`config.mk`:
```
export PLATFORM = sky130hd
export DESIGN_NAME = uart_tx_arb
export DESIGN_NICKNAME = d
export VERILOG_FILES = /design/src/rtl/uart_arb_pkg.sv /design/src/rtl/rr_arbiter.sv /design/src/rtl/uart_tx_arb.sv
export SDC_FILE = /design/constraint.sdc
export NUM_CORES = 1
export LEC_CHECK = 0
export CAP_MARGIN = 20
export CORE_UTILIZATION = 52
export DETAILED_ROUTE_END_ITERATION = 8
export HOLD_SLACK_MARGIN = 0.02
export PLACE_DENSITY_LB_ADDON = 0.08
export SKIP_CTS_REPAIR_TIMING = 1
export SYNTH_ARGS = -nofsm -noshare
export SYNTH_HDL_FRONTEND = slang
export SYNTH_SLANG_ARGS = --single-unit
```
`constraint.sdc`:
```
create_clock -name clk -period 2.1 [get_ports clk]
set_input_delay 0.42 -clock clk [delete_from_list [all_inputs] [get_ports clk]]
set_output_delay 0.42 -clock clk [all_outputs]
set_load 0.005 [all_outputs]
```
`src/rtl/uart_arb_pkg.sv`:
```
// Shared state encoding, default limits and a saturating counter helper
// for the UART transmit arbiter.
package uart_arb_pkg;

  typedef enum logic [1:0] {
    IDLE,
    ISSUE,
    WAIT
  } arb_state_e;

  localparam logic [15:0] DEF_TIMEOUT   = 16'd50000;
  localparam logic [15:0] DEF_MAX_BURST = 16'd16;

  function automatic logic [15:0] sat_inc16(input logic [15:0] v);
    return (v == 16'hFFFF) ? v : v + 16'd1;
  endfunction

endpackage

```
`src/rtl/rr_arbiter.sv`:
```
// Combinational round-robin pick: first asserted req at or above ptr, wrapping.
// Zero latency; valid low when no request is pending.
module rr_arbiter #(
  parameter int N  = 4,
  parameter int IW = $clog2(N)
) (
  input  logic [N-1:0]  req,
  input  logic [IW-1:0] ptr,
  output logic          valid,
  output logic [IW-1:0] index
);

  int            cand;
  logic [IW-1:0] cidx;

  always_comb begin
    valid = 1'b0;
    index = '0;
    cand  = 0;
    cidx  = '0;
    // Scan farthest-first so the hit nearest to ptr is the one that sticks.
    for (int i = N - 1; i >= 0; i--) begin
      cand = (int'(ptr) + i) % N;
      cidx = IW'(cand);
      if (req[cidx]) begin
        valid = 1'b1;
        index = cidx;
      end
    end
  end

endmodule

```
`src/rtl/uart_tx_arb.sv`:
```
// Round-robin arbiter feeding one UART transmitter, with per-requester packet lock.
// Start/ack one cycle after selection; grant held until i_tx_done or timeout.
module uart_tx_arb
  import uart_arb_pkg::*;
#(
  parameter int          N_REQ     = 4,
  parameter logic [15:0] TIMEOUT   = DEF_TIMEOUT,
  parameter logic [15:0] MAX_BURST = DEF_MAX_BURST
) (
  input  logic                     clk,
  input  logic                     reset,
  input  logic [N_REQ-1:0]         i_req,
  input  logic [N_REQ-1:0]         i_lock,
  input  logic [8*N_REQ-1:0]       i_data,
  output logic [N_REQ-1:0]         o_ack,
  output logic                     o_tx_start,
  output logic [7:0]               o_tx_data,
  input  logic                     i_tx_done,
  output logic [$clog2(N_REQ)-1:0] o_grant_id,
  output logic                     o_busy,
  output logic                     o_err
);

  localparam int IW = $clog2(N_REQ);

  arb_state_e    state_q, state_d;
  logic [IW-1:0] ptr_q, ptr_d;
  logic [IW-1:0] grant_q, grant_d;
  logic [7:0]    data_q, data_d;
  logic [15:0]   burst_q, burst_d;
  logic [15:0]   tmo_q, tmo_d;
  logic          arb_vld;
  logic [IW-1:0] arb_idx;
  logic [7:0]    req_byte [N_REQ];

  function automatic logic [IW-1:0] next_idx(input logic [IW-1:0] g);
    return (int'(g) == N_REQ - 1) ? '0 : g + IW'(1);
  endfunction

  always_comb begin
    for (int k = 0; k < N_REQ; k++) begin
      req_byte[k] = i_data[8*k +: 8];
    end
  end

  rr_arbiter #(
    .N  (N_REQ),
    .IW (IW)
  ) u_rr (
    .req   (i_req),
    .ptr   (ptr_q),
    .valid (arb_vld),
    .index (arb_idx)
  );

  always_comb begin
    state_d    = state_q;
    ptr_d      = ptr_q;
    grant_d    = grant_q;
    data_d     = data_q;
    burst_d    = burst_q;
    tmo_d      = tmo_q;
    o_tx_start = 1'b0;
    o_ack      = '0;
    o_err      = 1'b0;

    unique case (state_q)
      IDLE: begin
        if (arb_vld) begin
          grant_d = arb_idx;
          data_d  = req_byte[arb_idx];
          burst_d = '0;
          state_d = ISSUE;
        end
      end
      ISSUE: begin
        o_tx_start = 1'b1;
        o_ack      = N_REQ'(1) << grant_q;
        burst_d    = sat_inc16(burst_q);
        tmo_d      = '0;
        state_d    = WAIT;
      end
      WAIT: begin
        // Done is checked first so it beats a timeout landing in the same cycle.
        if (i_tx_done) begin
          if (i_lock[grant_q] && i_req[grant_q] && (burst_q < MAX_BURST)) begin
            data_d  = req_byte[grant_q];
            state_d = ISSUE;
          end else begin
            ptr_d   = next_idx(grant_q);
            state_d = IDLE;
          end
        end else if (tmo_q >= TIMEOUT - 16'd1) begin
          o_err   = 1'b1;
          ptr_d   = next_idx(grant_q);
          state_d = IDLE;
        end else begin
          tmo_d = sat_inc16(tmo_q);
        end
      end
      default: state_d = IDLE;
    endcase
  end

  always_ff @(posedge clk or posedge reset) begin
    if (reset) begin
      state_q <= IDLE;
      ptr_q   <= '0;
      grant_q <= '0;
      data_q  <= 8'h00;
      burst_q <= '0;
      tmo_q   <= '0;
    end else begin
      state_q <= state_d;
      ptr_q   <= ptr_d;
      grant_q <= grant_d;
      data_q  <= data_d;
      burst_q <= burst_d;
      tmo_q   <= tmo_d;
    end
  end

  assign o_tx_data  = data_q;
  assign o_grant_id = grant_q;
  assign o_busy     = (state_q != IDLE);

endmodule

```
# Yosys cells after proc, flatten, opt, wreduce, memory -nomap -nowiden
# Cells that the tools add are included.
dict set report word_totals {
  register_bits 46
  latchBits 0
  ram_bits 0
  romBits 0
  in_bits 43
  out_inout_bits 17
  word_cells 103
  memories 0
}
dict set report classes {
  add_sub_neg 6
  mul 0
  div_mod_pow 0
  n_lt_le_gt_ge 9
  n_eq_ne 14
  n_shift 1
  muxes 51
  n_bitwise 2
  reduce_logical 14
}
# op n
set op_table {}
lappend op_table {{$mux 16} 5}
lappend op_table {{$pmux 16 s2} 2}
lappend op_table {{$mux 8} 7}
lappend op_table {{$add 16x1->16 const B} 2}
lappend op_table {{$bmux 8 s2} 2}
lappend op_table {{$eq 16x16->1 const B} 2}
lappend op_table {{$mux 2} 11}
lappend op_table {{$ge 16x16->1 const B} 1}
lappend op_table {{$lt 16x5->1 const B} 1}
lappend op_table {{$ne 2x2->1 const B} 8}
lappend op_table {{$pmux 8 s2} 1}
lappend op_table {{$lt 2x3->1 const B} 5}
lappend op_table {{$mux 1} 15}
lappend op_table {{$bmux 1 s2} 6}
lappend op_table {{$reduce_bool 2->1} 5}
lappend op_table {{$reduce_and 4->1} 2}
lappend op_table {{$ge 3x3->1 const B} 2}
lappend op_table {{$not 2->3} 2}
lappend op_table {{$pmux 2 s3} 1}
lappend op_table {{$reduce_and 3->1} 2}
lappend op_table {{$add 2x1->2 const B} 2}
lappend op_table {{$add 2x2->2 const B} 2}
lappend op_table {{$eq 2x1->1 const B} 2}
lappend op_table {{$mux 4} 1}
lappend op_table {{other kinds (6)} 8}

# Depth between registers and ports, before layout
dict set report depth {
  ltp_word 13
  depth_mapped 8
  mapped_depth_nobuf 7
}

# Cells and area by module
# Synthesis repeated with hierarchy kept, for this count alone.
dict set report hier_totals {
  cells_unflattened 312
  hier_area_um2 2760.1
}
# module n_inst cells_per_inst area_each_um2
set by_module_without_submodules {}
lappend by_module_without_submodules {uart_tx_arb 1 299 2682.6}
lappend by_module_without_submodules {rr_arbiter 1 13 77.6}

# Worst setup path before layout
# Ideal clock, no wire load.
dict set report synth_path {
  path_type {register to register}
  from {register tmo_q[0]}
  to {register tmo_q[13]}
  setup_ps 132
  arrival_time_ps 1738
  path_slack_ps 230
  path_stages_with_launch 8
  cell_sequence {dfrtp_1 > ha_1 > a311oi_1 > o211a_1 > o211ai_4 > nor4_4 > xnor2_1 > nor2_1}
}
dict set report synth_via {
  elab_chain_cells 5
  word_cells_on_any_way 10
  classes_between {add/sub (1); order compare (1); eq/ne (3); mux (4); reduce/logical (1)}
}
# item line
set synth_rtl {}
lappend synth_rtl {{start: declaration} uart_tx_arb.sv:31} ;# logic [15:0] tmo_q, tmo_d;
lappend synth_rtl {{start signal: assignment} uart_tx_arb.sv:119} ;# tmo_q <= tmo_d;
lappend synth_rtl {{$add 16x1->16} uart_arb_pkg.sv:15} ;# return (v == 16'hFFFF) ? v : v + 16'd1;
lappend synth_rtl {{$mux 16} uart_arb_pkg.sv:15}
lappend synth_rtl {{$mux 16} uart_tx_arb.sv:93} ;# end else if (tmo_q >= TIMEOUT - 16'd1) begin
lappend synth_rtl {{$mux 16} uart_tx_arb.sv:85} ;# if (i_tx_done) begin
lappend synth_rtl {{$pmux 16 s2} uart_tx_arb.sv:67} ;# unique case (state_q)
# Parallel ways exist; a longest one is shown, timed or not. The select of a mux whose other input is x is not followed.
# A chain may end at the register's enable or synchronous reset.

# Worst setup path in the final report
dict set report layout_path {
  from {register grant_q[1], in the netlist o_grant_id[1]}
  to {output port o_grant_id[1]}
}
# item line
set layout_rtl {}
lappend layout_rtl {{start: declaration} uart_tx_arb.sv:28} ;# logic [IW-1:0] grant_q, grant_d;
lappend layout_rtl {{start signal: assignment} uart_tx_arb.sv:116} ;# grant_q <= grant_d;
lappend layout_rtl {{end: declaration} uart_tx_arb.sv:19} ;# output logic [$clog2(N_REQ)-1:0] o_grant_id,
# No word-level cell between the ends.

==> impl_summary.txt <==
----------------------------------------------------
[Power and ir drop]
  Logic gate share of total power ... 0.549
  Lkg Pwr ... between 0.0015 and 0.002 µW
  Proportion of power drawn by the clock network ... 0.148
  Switching power summed over all nets ... 1500 µW
  Max rail drop VDD ... approximately 0.00079 V
  Switching share of total power ... 0.370
  Sequential share of power ... 0.303
  Pwr/cell area ... about 980 nW/µm²
  Cell internal power dissipation ... between 2000 and 3000 µW

[Run]
  Number of max-cap violations ... 0

[STA]
  Crit path time final ... 2.05 ns
  Slew Limit Fails ... 0
  Share of the cycle needed by the critical path after routing ... 0.975
  Clock Skews ... roughly 0.01 ns
  Setup repair after global routing missed its margin ... yes
  Worst rel slew slack ... 0.691
  Tightest Pin Transition ... between 0.4 and 0.5 ns
  Total negative slack for setup checks ... 0 ns
  Highest achievable clock rate ... around 0.49 GHz
  Final hold violation count ... 0
  Setup-violating endpoint count in the final report ... 0

[Detailed routing]
  Number of nets with antenna violations after routing ... 0
  Vias after detailed routing ... between 2k and 3k
  Residual DRC count ... 0
  Post-DR wirelength/cell ... 15.8 µm
  DRT Wirelength ... 7460 µm
  Via-to-Cell Ratio ... ~5.7
  Initial detailed-routing violation count ... about 150
  Number of iterations in the first detailed-routing pass ... 4

[Placement]
  Final HPWL DP ... about 5200 µm
  GPL Wtd Cong ... roughly 0.87
  Area after detailed placement ... ~3800 µm²
  Count of placed standard cells including taps ... around 450
  I/O Buffers ... between 50 and 60

[Setup path]
  Delay of the slowest cell on the worst path ... 0.47 ns
  CP required ... approximately 1.7 ns
  Most repeated library cell on the critical path ... buf_4
  Setup Crit Path Kind ... flop to output port
  Nature of the critical path startpoint ... flop
  Crit path max fanout ... 5
  Capturing element type of the critical path ... output port
  Slowest cell on the critical path ... dfrtp_2
  CP Cell Sequence ... buf_4 > buf_4 > buf_4 > clkdlybuf4s50_1
  Worst Reg-to-Reg Cells ... 8
  Arrival @ worst endpoint ... about 1.6 ns

[Synthesis]
  Main synth FF type ... dfrtp_1
  Post-synthesis cell area ... just under 3000 µm²
  Number of warnings printed during yosys synthesis ... 0
  Count of cell types in the netlist ... 48
  FF+latch count, synth ... 46
  Post-synth top area cell ... dfrtp_1
  Most frequent cells after synthesis ... dfrtp_1 (46), nand2_1 (35), nor2_1 (33), mux2i_1 (29), nand3_1 (20)
  Fraction of the yosys area taken by sequential cells ... 0.387
  Count of flip-flops with a built-in enable after synthesis ... 0
  Leading cell types by total area after synthesis ... dfrtp_1 (39%), mux2i_1 (9.8%), mux4_2 (6.1%), nand2_1 (4.4%), nor2_1 (4.2%)
  Post-synthesis area per instance ... around 10 µm²
  Number of nets in the synthesized netlist ... roughly 360
  Top-count cell post-synth ... dfrtp_1
  Top cell type's share of synthesized area ... 0.387
  Gate count after technology mapping ... between 300 and 400
  Share of synthesized flip-flops with an asynchronous set or reset ... 1.00

[Clock network]
  Clock tree from TritonCTS ... yes
  Number of buffers created by CTS ... 5
  Clock network latency to the later pin of the worst-skew pair ... around 0.31 ns
  Clock Root Buffer ... clkbuf_8
  Total number of clock tree sinks ... 46
  Clock H-tree levels ... 2
  Buffers from clock root to sink, at most ... 2
  Clock edge transition at the registers on the reported setup and hold paths ... roughly 0.090 ns

[Global routing]
  Initial antenna violation count ... 0
  Global-route wire length before repair ... between 10000 and 15000 µm
  Vias in the first global route ... between 2k and 3k
  Total global routing overflow ... 0
  GRT Total Usage ... 0.248
  Maximum number of pins on one net before global-route repair ... 25

[Layout]
  Relative area change from synthesis to final layout ... 38.4%
  Final std cells w/o fill ... ~470
  Final #Nets ... approximately 450
  Finished Core Util ... 0.747
  Final Cell Area ... slightly above 4000 µm²
  Fill cells ... 420
  ANT cells ... 0
  Share of post-route cells with drive strength above 1 ... 0.195

[Floorplanning]
  Starting utilization of the core area ... 0.540
  Area inside the core boundary ... 5510 µm²
  Die Y-Extent ... 77.6 µm
  Die Outline Area ... 6020 µm²
  Top-level I/O count ... 60
  Row cnt ... 27
  Width of the chip ... slightly below 80 µm

[Min path]
  Min-delay worst type ... input port to asynchronous set/reset pin

[Status]
  Result of the run ... finished clean

----------------------------------------------------
-- power groups by stage --
stage	Clock, µW	Combinational (µW)	Sequential (µW)
after floorplan	0	1210	1200
after global placement	0	1850	1240
after detailed placement	0	1900	1240
after CTS	594	1900	1230
after global routing	634	2420	1250
final	598	2220	1230
-- routing by layer --
metal / share of wire / routed length (µm) / vias to the layer above / GRT usage
li1: - / - / 1295 / -
met1: 0.44 / 3310 / 1303 / 0.326
met2: 0.50 / 3730 / 73 / 0.421
met3: 0.046 / 340 / 9 / 0.0388
met4: 0.011 / 82 / 0 / 0.0717
met5: 0 / 0 / - / 0
-- cell usage in the layout (no fill, tap or decap), drive strengths merged --
cell type,n
a211oi,1
nor2,34
o31ai,4
mux4,8
nor3,8
o211a,2
nor4b,1
o21ai,10
xor2,11
dfrtp,46
nor2b,1
and3b,1
a21oi,5
or2,2
a21o,2
o22ai,2
clkbuf,9
nor4,6
nand4,3
buf,40
a311oi,1
nand2,35
o211ai,7
dlymetal6s2s,7
inv,13
mux2,2
a221o,8
and3,7
mux2i,29
clkdlybuf4s50,52
nand4b,1
xnor2,6
nand2b,1
and2,4
a31oi,1
a21boi,2
and4,2
ha,6
o21a,1
nand3,20
-- flip-flops by register name (all words and copies together) (netlist names) --
| signal | flops |
|---|---|
| burst_q | 16 |
| o_grant_id | 2 |
| o_tx_data | 8 |
| ptr_q | 2 |
| state_q | 2 |
| tmo_q | 16 |
-- path summary, 6_finish.rpt --
kind                               start       endpoint  slack, ns
min in group clk               tmo_q[14]      tmo_q[14]       0.50
setup / recovery           o_grant_id[1]  o_grant_id[1]       0.05
hold reg to reg                tmo_q[14]      tmo_q[14]       0.50
setup reg to reg                tmo_q[0]      tmo_q[13]       0.06
max in group asynchronous          reset       ptr_q[1]       1.09
hold / removal                     reset       tmo_q[7]       0.43
-- metrics by stage --
stage	worst slack, ns	total power [µW]	hold WS, ns
after floorplan	0.230	2410	0.463
after global placement	-0.280	3090	0.484
after detailed placement	-0.335	3140	0.490
after CTS	-0.414	3730	0.449
after global routing	-0.0317	4300	0.488
final	0.0527	4050	0.433
-- cell type report --
class / count / area (µm²) / area share
sequential: 46 / 1150 / 0.281
timing repair buffer: 101 / 987 / 0.240
clock inverter: 1 / 8.76 / 0.00213
clock buffer: 7 / 86.3 / 0.0210
inverter: 12 / 45.0 / 0.0109
multi-input combinational: 234 / 1740 / 0.423
tap: 72 / 90.1 / 0.0219
-- cells by family after synthesis --
| logic type | share of synthesized area |
|---|---|
| XOR/XNOR | 0.0501 |
| multiplexers | 0.166 |
| adder cells (fa/ha/maj) | 0.0253 |
| flip-flops | 0.387 |
| AND/OR/NAND/NOR | 0.213 |
| buffers and inverters | 0.0429 |
| AO/OA/AOI/OAI | 0.116 |
-- worst max-delay path, delay by kind of cell, from the launching register on --
kind | cells | cell delay (ns)
DFF | 1 | 0.47
buffers and inverters | 4 | 0.85
No activity file was read; power rests on OpenSTA's default activity.
